==> src/rtl/prio_code_decoder.sv <==
// Rebuilds a decision vector from a stream of bit-index codes, one frame at a time.
// It also keeps a running count of distinct bits and a sticky error for bad or repeated indices.
//
// state | meaning
// IDLE  | waiting for the first code of a frame
// ACCUM | collecting codes into the accumulator
// HOLD  | presenting the completed vector to the consumer
module prio_code_decoder #(
  parameter int VEC_W = 36,
  parameter int IDX_W = 6
) (
  input  logic             clk,
  input  logic             rst_n,
  input  logic             in_valid,
  output logic             in_ready,
  input  logic [IDX_W-1:0] in_idx,
  input  logic             in_last,
  output logic             out_valid,
  input  logic             out_ready,
  output logic [VEC_W-1:0] out_vec,
  output logic [IDX_W:0]   out_cnt,
  output logic             out_err
);

  typedef enum logic [1:0] {IDLE, ACCUM, HOLD} state_t;

  state_t           state, state_nxt;
  logic [VEC_W-1:0] acc, acc_nxt;
  logic [IDX_W:0]   cnt, cnt_nxt;
  logic             err, err_nxt;
  logic             xfer;
  logic             in_range;
  logic             dup;
  logic [VEC_W-1:0] onehot;

  // Handshake flags decode straight from the state register, so reset reaches them with no clock.
  assign in_ready  = (state != HOLD);
  assign out_valid = (state == HOLD);
  assign xfer      = in_valid & in_ready;

  assign in_range = ({1'b0, in_idx} < (IDX_W+1)'(VEC_W));
  assign onehot   = in_range ? (VEC_W'(1) << in_idx) : '0;
  assign dup      = |(acc & onehot);

  always_comb begin
    state_nxt = state;
    acc_nxt   = acc;
    cnt_nxt   = cnt;
    err_nxt   = err;
    case (state)
      IDLE: begin
        if (xfer) begin
          acc_nxt   = onehot;
          cnt_nxt   = {{IDX_W{1'b0}}, in_range};
          err_nxt   = ~in_range;
          state_nxt = in_last ? HOLD : ACCUM;
        end
      end
      ACCUM: begin
        if (xfer) begin
          acc_nxt = acc | onehot;
          if (in_range && !dup) cnt_nxt = cnt + (IDX_W+1)'(1);
          if (!in_range || dup) err_nxt = 1'b1;
          if (in_last) state_nxt = HOLD;
        end
      end
      HOLD: begin
        if (out_ready) state_nxt = IDLE;
      end
      default: state_nxt = IDLE;
    endcase
  end

  always_ff @(posedge clk or negedge rst_n) begin
    if (!rst_n) begin
      state <= IDLE;
      acc   <= '0;
      cnt   <= '0;
      err   <= 1'b0;
    end else begin
      state <= state_nxt;
      acc   <= acc_nxt;
      cnt   <= cnt_nxt;
      err   <= err_nxt;
    end
  end

  // Outputs are the registered accumulator; they stay unchanged in HOLD because no transfer can occur there.
  assign out_vec = acc;
  assign out_cnt = cnt;
  assign out_err = err;

endmodule

==> config.mk <==
export PLATFORM = sky130hd
export DESIGN_NAME = prio_code_decoder
export DESIGN_NICKNAME = d
export VERILOG_FILES = /design/src/rtl/prio_code_decoder.sv
export SDC_FILE = /design/constraint.sdc
export NUM_CORES = 1
export LEC_CHECK = 0
export CORE_ASPECT_RATIO = 1.4
export CORE_MARGIN = 4
export CORE_UTILIZATION = 54
export CTS_CLUSTER_SIZE = 10
export DETAILED_ROUTE_END_ITERATION = 8
export HOLD_SLACK_MARGIN = 0.02
export PLACE_DENSITY = 0.85
export SLEW_MARGIN = 20
export SYNTH_ARGS = -nofsm -noshare
export SYNTH_HDL_FRONTEND = slang
export SYNTH_SLANG_ARGS = --single-unit
==> constraint.sdc <==
create_clock -name clk -period 5.2 [get_ports clk]
set_input_delay 1.04 -clock clk [delete_from_list [all_inputs] [get_ports clk]]
set_output_delay 1.04 -clock clk [all_outputs]
set_load 0.02 [all_outputs]
; Yosys cells after proc, flatten, opt, wreduce, memory -nomap -nowiden
; Index checks and enable logic that the tools add are counted.
[word_totals]
register_bits = 46
in_bits = 11
out_inout_bits = 46
elab_cells = 49
[classes]
addsub = 1
magnitude_cmp = 1
eq_ne = 9
n_shift = 1
mux = 18
n_bitwise = 4
reduce_logical = 11
[op_table]
columns = op, n
row1 = 36-bit 2-to-1 mux, 3
row2 = 36-bit one-hot mux with 2 select lines, 1
row3 = 36-bit bitwise AND, 1
row4 = 36-bit bitwise OR, 1
row5 = 36-bit OR reduction, 1
row6 = "1-bit by 6-bit << shifter with 36-bit output, first input constant", 1
row7 = 7-bit 2-to-1 mux, 3
row8 = 7-bit one-hot mux with 2 select lines, 1
row9 = "2-bit != test, second input constant", 6
row10 = 4-bit AND reduction, 3
row11 = 2-bit 2-to-1 mux, 5
row12 = "7-bit by 1-bit adder with 7-bit output, second input constant", 1
row13 = "6-bit < comparator, second input constant", 1
row14 = 2-bit one-hot mux with 3 select lines, 1
row15 = 1-bit 2-to-1 mux, 3
row16 = 3-bit AND reduction, 1
row17 = "2-bit by 1-bit == test with 1-bit output, second input constant", 1
row18 = "2-bit == test, second input constant", 1
row19 = 1-bit zero test, 2
row20 = 2-bit zero test, 1
row21 = "2-bit by 1-bit != test with 1-bit output, second input constant", 1
row22 = 1-bit one-hot mux with 2 select lines, 1
row23 = 2-bit nonzero test, 1
row24 = 1-bit bitwise AND, 1
row25 = 3 further kinds, 3

; Logic depth before layout (Yosys ltp)
; Gate-level depths: netlist of the first run.
[depth]
ltp_word = 9
mapped_depth = 9
depth_no_buf = 6

; Least setup slack after synthesis of the first run
; Ideal clock, no wire load.
[synth_path]
kind = in2reg
from = in in_idx[2]
to = reg cnt[1] (netlist: out_cnt[1])
setup_ns = 0.126
arrival_ns = 2.661
required_ns = 5.074
slack_ns = 2.413
path_stages = 8
n_path_buf = 2
cell_sequence = buf_2 -> nor4b_4 -> a221oi_1 -> o21ai_2 -> nand2_2 -> and3_1 -> buf_4 -> a221o_1
[synth_via]
elab_chain_len = 8
word_cells_on_any_way = 9
classes_between = order compare (1) / eq/ne (1) / shift (1) / mux (1) / bitwise (1) / reduce/logical (4)
[synth_rtl]
columns = item, line
row1 = "start, declared", 16  ; input logic [IDX_W-1:0] in_idx,
row2 = 6-bit < comparator or 1-bit by 6-bit << shifter with 36-bit output (tied branches), "41, 42"
row3 = 36-bit 2-to-1 mux, 42  ; assign onehot = in_range ? (VEC_W'(1) << in_idx) : '0;
row4 = 36-bit bitwise AND, 43  ; assign dup = |(acc & onehot);
row5 = 36-bit OR reduction, 43
row6 = 1-bit zero test, 62  ; if (in_range && !dup) cnt_nxt = cnt + (IDX_W+1)'(1);
row7 = 1-bit logical AND *, 62
row8 = 2-bit != test (no source line) *, --
row9 = 4-bit AND reduction (no source line) *, --
row10 = "end signal, assigned", 83  ; cnt <= cnt_nxt;
row11 = "end, declared", 29  ; logic [IDX_W:0] cnt, cnt_nxt;
; Mark *: on every way between the ends. The rest lies on a longest branch, timed or not.
; A chain may end at the register's enable or synchronous reset.

; Final worst setup path of the first run
[layout_path]
from = in in_idx[1]
to = reg err (netlist: out_err)
[layout_via]
elab_chain_len = 7
word_cells_on_any_way = 12
classes_between = order compare (1) / eq/ne (1) / shift (1) / mux (3) / bitwise (2) / reduce/logical (4)
[layout_rtl]
columns = item, line
row1 = 6-bit < comparator or 1-bit by 6-bit << shifter with 36-bit output (tied branches), "41, 42"
row2 = 36-bit 2-to-1 mux, 42
row3 = 36-bit bitwise AND, 43
row4 = 36-bit OR reduction, 43
row5 = 1-bit logical OR, 63  ; if (!in_range || dup) err_nxt = 1'b1;
row6 = 2-bit != test (no source line), --
row7 = 4-bit AND reduction (no source line), --
row8 = "end signal, assigned", 84  ; err <= err_nxt;
row9 = "end, declared", 30  ; logic err, err_nxt;
; Parallel ways exist; a longest one is shown, timed or not. The select of a mux whose other input is x is not followed.

==> flow_summary.yaml, run 1 <==
global_route:
  antenna_found_initial: 0
  grt_pass1_wl_um: 10700
  grt_pass1_vias: 2184
  track_usage_pct: 23.4
  overflow: 0
  grt_max_degree: 47
timing:
  finalWorstSetupSlack_ns: 1.60
  drv_slew: 0
  fin_crit_ns: 3.60
  skew_ns: 0.00254
  hold_viol: 0
  tightest_slew_ns: 0.974
  timing.slew.headroom_pct: 34.9
  fmax_mhz: 278
  holdWs_ns: 0.476
  setup_viol: 0
  rsz0062_at_grt: "no"
  period_share_pct: 69.3
  setup_tns_ns: 0
power_and_ir_drop:
  p_int_mw: 0.610
  pwr-share-comb_pct: 22.7
  power_density_mw_per_mm2: 268
  power_frac_seq_pct: 48.2
  vdd_drop_max_uv: 176
  p_sw_mw: 0.249
  swShare_pct: 29.0
  leakage_nw: 1.35
  p_clk_share_pct: 29.1
clocking:
  cts_resized: 0
  h-tree-depth: 2
  clkLatencyLatePin_ns: 0.29
  cts_tree: "yes"
  holdBufCountCts: 0
  clkSlewWorstSetupHoldPaths_ns: 0.07
  cts_made_buffers: 5
  root_buffer: "clkbuf_8"
  cts_setup_buffers: 0
  clockBufferDepth: 2
  clock_sinks: 46
yosys:
  synth_ff_type: "dfrtp_1"
  synth-compound-area-share_pct: 24.6
  synthesis.area_mm2: 0.00255
  ys_ff_latch: 46
  synth_fa_ha_area_share_pct: 0.490
  yosysWarnings: 0
  yosysTopAreaCell: "dfrtp_1"
  synthTopCellsByArea: "dfrtp_1, a22o_1, and3_1"
  avgSynthCellArea_um2: 10.5
  syn_nets: 256
  synthXorXnorAreaFrac_pct: 0
  yosys.cell_types.count: 53
  synth_top_area_share_pct: 45.1
  synth_edf_count: 0
  ys_seq_area_share_pct: 45.1
  syn-instance-count: 244
  async_flop_share_pct: 100
  synth_top_family_by_area: "compound AO/OA/AOI/OAI gates"
  yosysMostFrequentCell: "dfrtp_1"
  synth.area.mux_share_pct: 2.55
  synthSimpleGateAreaFrac_pct: 22.1
  yosys-top-cells-count: "dfrtp_1, a22o_1, and3_1, nand2_1, clkbuf_1"
die:
  start_util_pct: 55.9
  std_cell_rows: 29
  dieArea_mm2: 0.00591
  io_pins: 57
  chipWidth_um: 66.1
  dieHeight_um: 89.4
  core_area_mm2: 0.00457
routing:
  drt_first_pass_iters: 4
  drt_wl_total_um: 6500
  wire_per_inst_um: 18.5
  routed_via_density: 6.30
  antenna_left: 0
  drt-initial-drc-count: 187
  route.detailed.drc: 0
  num_vias: 2219
worst_setup_path:
  path_max_fanout: 21
  crit_path_frequent_cell: "and3_1"
  slowest_delay_ns: 0.95
  ff2ff_path_depth: 6
  cp_data_arrival_time_ns: 3.75
  cp-start-kind: "input port"
  crit_path_end_kind: "flop"
  crit_path_cell_trace: "clkdlybuf4s50_1, nor2b_1, o2bb2ai_1, and3_1, nor4_4, and3_1, a311oi_1"
  crit_slowest_cell: "clkdlybuf4s50_1"
  worst-setup-path-type: "in -> reg"
  critPathRequiredTime_ns: 5.34
outcome:
  status: "completed"
placement:
  placed_area_mm2: 0.00310
  place_congestion: 0.912
  place_ws_ns: 1.37
  io_buffers: 56
  place.detailed.hpwl_um: 4600
final_layout:
  drive_above_1_share_pct: 7.93
  final_area_mm2: 0.00321
  fin_nets: 301
  area_growth_pct: 25.6
  final_core_utilization_pct: 70.2
  n_antenna_cell: 0
worst_hold_path:
  hold_depth: 1
  hp-class: "reg -> reg"
run:
  maxCapViolCount: 0
==> layout by cell type, fill, tap and decap left out, types with 3 or more instances in the layout <==
| cell | instances |
|---|---|
| dfrtp_1 | 46 |
| nand2_1 | 12 |
| a211oi_1 | 4 |
| a22oi_1 | 3 |
| nor3b_1 | 7 |
| nor2b_1 | 4 |
| nor2_1 | 9 |
| buf_4 | 4 |
| clkbuf_8 | 5 |
| and3_1 | 13 |
| nand2b_1 | 4 |
| o211ai_1 | 7 |
| nand3_1 | 4 |
| mux2_2 | 3 |
| inv_1 | 6 |
| a22o_1 | 36 |
| a41oi_1 | 4 |
| nand4_1 | 10 |
| nor3_1 | 3 |
| a21oi_1 | 8 |
| a31oi_1 | 4 |
| clkdlybuf4s50_1 | 55 |
==> per-stage QoR <==
| stage | power [mW] | std cells |
|---|---|---|
| 2_1_floorplan | 0.528 | 244 |
| 5_1_grt | 0.909 | 352 |
| 3_3_place_gp | 0.611 | 344 |
| 3_5_place_dp | 0.613 | 344 |
| 6_report | 0.859 | 352 |
| 4_1_cts | 0.864 | 352 |
==> registers in the layout, indices dropped and copies added (netlist names) <==
| name | cells |
|---|---|
| out_cnt | 7 |
| out_err | 1 |
| state | 2 |
| out_vec | 36 |
==> area by class of cell <==
class,count,area (um^2)
Sequential cell,46,1150
Tap cell,62,77.6
Fill cell,354,1360
Clock buffer,7,76.3
Multi-Input combinational cell,171,1270
Timing Repair Buffer,59,581
Clock inverter,1,30.0
Inverter,6,22.5
==> layer usage <==
metal,global-route usage (%),part of all wire (%)
met1,30.9,43
met3,3.65,5.9
met5,0,0
met4,7.76,1.4
met2,39.4,50
==> path summary, 6_finish.rpt <==
kind                                      endpoint  slack, ns              startpoint
max                            out_err$_DFFE_PN0P_       1.60               in_idx[1]
min                           state[0]$_DFFE_PN0P_       0.48    state[1]$_DFFE_PN0P_
max reg2reg                    out_err$_DFFE_PN0P_       3.00  out_vec[3]$_DFFE_PN0P_
min reg2reg                   state[0]$_DFFE_PN0P_       0.48    state[1]$_DFFE_PN0P_
max in group asynchronous  out_vec[21]$_DFFE_PN0P_       4.09                   rst_n
min in group asynchronous   out_vec[3]$_DFFE_PN0P_       0.74                   rst_n
==> worst max-delay path, delay by kind of cell <==
family	cells	cell delay, ns
buffers and inverters	1	0.95
AOI/OAI and AO/OA	2	0.32
and+or+nand+nor	4	1.43
==> kinds of logic (layout without fill, tap and decap cells) <==
group / Yosys count / after routing
adder cells (fa/ha/maj): 1 / 1
AO/OA/AOI/OAI: 79 / 79
flip-flops: 46 / 46
AND/OR/NAND/NOR: 85 / 85
buffers and inverters: 27 / 73
multiplexers: 6 / 6
==> power groups by stage <==
stage | Clock (mW) | Combinational (mW) | Sequential [mW]
3_3_place_gp | 0 | 0.191 | 0.420
4_1_cts | 0.257 | 0.194 | 0.413
2_1_floorplan | 0 | 0.0903 | 0.438
5_1_grt | 0.278 | 0.214 | 0.418
3_5_place_dp | 0 | 0.193 | 0.420
6_report | 0.250 | 0.195 | 0.414
Power figures use the tool's default switching activity.
==> inputs of run 2 (changes only) <==
--- a/config.mk
+++ b/config.mk
@@ -7,11 +7,11 @@
 export LEC_CHECK = 0
 export CORE_ASPECT_RATIO = 1.4
 export CORE_MARGIN = 4
-export CORE_UTILIZATION = 54
+export CORE_UTILIZATION = 50
 export CTS_CLUSTER_SIZE = 10
 export DETAILED_ROUTE_END_ITERATION = 8
 export HOLD_SLACK_MARGIN = 0.02
-export PLACE_DENSITY = 0.85
+export PLACE_DENSITY = 0.79
 export SLEW_MARGIN = 20
 export SYNTH_ARGS = -nofsm -noshare
 export SYNTH_HDL_FRONTEND = slang
==> constraint.sdc (replaced) <==
create_clock -name clk -period 3.5 [get_ports clk]
set_input_delay 0.7 -clock clk [delete_from_list [all_inputs] [get_ports clk]]
set_output_delay 0.7 -clock clk [all_outputs]
set_load 0.02 [all_outputs]
==> run 2 against run 1 <==
  * Non-clock buffer count increased by 10
  * Final area up 3.5%
  * Die area grew 7.1%
  * Sequential cell count unchanged
  * Power grew 62%
  * Via count rose by 3.4%
  * Worst hold slack got worse by 0.087 ns
  * Wire length increased by 5.7%
  * Critical path depth is 1 higher
  * Critical path type unchanged
  * Largest cell class unchanged
  * Highest routed layer unchanged
==> flow_summary.yaml, run 2 (synthesized netlist as in run 1, its figures left out) <==
clocking:
  h-tree-depth: 2
  clock_sinks: 46
  cts_made_buffers: 5
  cts_resized: 0
  root_buffer: "clkbuf_8"
  cts_setup_buffers: 0
  holdBufCountCts: 0
  clkSlewWorstSetupHoldPaths_ns: 0.08
  cts_tree: "yes"
  clockBufferDepth: 2
  clkLatencyLatePin_ns: 0.30
final_layout:
  drive_above_1_share_pct: 11.7
  n_antenna_cell: 0
  final_cells: 364
  fin_nets: 311
  multi_input_area_mm2: 0.00127
  final_core_utilization_pct: 67.6
  final_common_cell: "clkdlybuf4s50_1"
  fillers: 382
  area_growth_pct: 30.0
  mostFrequentLayoutCells: "clkdlybuf4s50_1, dfrtp_1, a22o_1, buf_4, and3_1"
  largest_register_ffs: 36
  register_area_mm2: 0.00115
routing:
  drt-initial-drc-count: 230
  drt_first_pass_iters: 4
  num_vias: 2295
  routed_via_density: 6.30
  route.detailed.drc: 0
  drt_wl_total_um: 6870
  wire_per_inst_um: 18.9
  antenna_left: 0
global_route:
  track_usage_pct: 23.8
  overflow: 0
  antenna_found_initial: 0
  grt_pass1_wl_um: 11400
  grt_max_degree: 47
  grt_pass1_vias: 2232
outcome:
  status: "completed"
timing:
  fin_crit_ns: 3.01
  setup_viol: 0
  hold_viol: 0
  timing.slew.headroom_pct: 37.1
  tightest_slew_ns: 0.935
  holdWs_ns: 0.389
  period_share_pct: 86.0
  rsz0062_at_grt: "no"
  setup_tns_ns: 0
  skew_ns: 0.00441
  drv_slew: 0
  fmax_mhz: 332
worst_setup_path:
  path_max_fanout: 10
  worst-setup-path-type: "in -> reg"
  crit_path_end_kind: "flop"
  crit_path_frequent_cell: "nor4b_4"
  cp_data_arrival_time_ns: 3.20
  slowest_delay_ns: 0.59
  crit_slowest_cell: "clkdlybuf4s50_1"
  cp-start-kind: "input port"
  critPathRequiredTime_ns: 3.69
  crit_path_cell_trace: "clkdlybuf4s50_1, buf_4, nor4b_4, a22oi_1, o22ai_1, nor4b_4, and3_1, a221o_1"
power_and_ir_drop:
  power_density_mw_per_mm2: 419
  vdd_drop_max_uv: 228
  pwr-share-comb_pct: 21.3
  power_mw: 1.39
  power_frac_seq_pct: 44.1
  swShare_pct: 27.9
  p_int_mw: 1.00
  p_clk_share_pct: 34.6
  p_sw_mw: 0.388
  leakage_nw: 1.42
die:
  io_pins: 57
  std_cell_rows: 30
  core_area_mm2: 0.00492
  dieHeight_um: 92.6
  chipWidth_um: 68.4
  start_util_pct: 52.0
  dieArea_mm2: 0.00633
placement:
  place.detailed.hpwl_um: 4900
  placed_cells: 356
  io_buffers: 56
  place_congestion: 0.900
worst_hold_path:
  hp-class: "in -> async"
run:
  maxCapViolCount: 0
run 2: area by class of cell:
type,instances,area share (%)
Tap cell,64,2.41
Multi-Input combinational cell,171,38.2
Clock buffer,6,2.49
Inverter,6,0.678
Sequential cell,46,34.7
Clock inverter,2,1.81
Timing Repair Buffer,69,19.7
run 2: power groups by stage:
| stage | logic (mW) | clock network, mW | registers (mW) |
|---|---|---|---|
| after floorplan | 0.134 | 0 | 0.651 |
| after global placement | 0.293 | 0 | 0.623 |
| after detailed placement | 0.295 | 0 | 0.622 |
| after CTS | 0.297 | 0.492 | 0.613 |
| after global routing | 0.321 | 0.512 | 0.621 |
| final | 0.296 | 0.481 | 0.614 |
run 2: worst paths after layout:
check                                          end                    start  slack, ns  cells after the start
setup / recovery            out_cnt[1]$_DFFE_PN0P_                in_idx[4]       0.49                      8
hold / removal             out_vec[26]$_DFFE_PN0P_                    rst_n       0.39                      1
setup reg to reg               out_err$_DFFE_PN0P_  out_vec[26]$_DFFE_PN0P_       1.33                      6
hold reg to reg               state[0]$_DFFE_PN0P_     state[1]$_DFFE_PN0P_       0.47                      1
max in group asynchronous  out_vec[29]$_DFFE_PN0P_                    rst_n       2.72                      1
min in group clk              state[0]$_DFFE_PN0P_     state[1]$_DFFE_PN0P_       0.47                      1
run 2: metal layers:
| metal | vias up | track usage, % | part of all wire (%) | wire (um) |
|---|---|---|---|---|
| li1 | 1061 | - | - | - |
| met1 | 1135 | 32.5 | 42 | 2900 |
| met2 | 87 | 36.9 | 51 | 3480 |
| met3 | 12 | 4.00 | 5.5 | 376 |
| met4 | 0 | 8.96 | 1.7 | 118 |
| met5 | - | 0 | 0 | 0 |
run 2: worst max-delay path: cells and delay by family:
kind	cells	cell delay (ns)
buf+inv	2	0.86
simple gates	3	0.87
compound gates	3	0.76
run 2: metrics by stage:
stage	instance area [um^2]	worst slack (ns)
detailed placement	3180	0.208
global route	3320	0.375
finish	3320	0.491
floorplan	2550	1.05
CTS	3320	0.527
global placement	3180	0.272
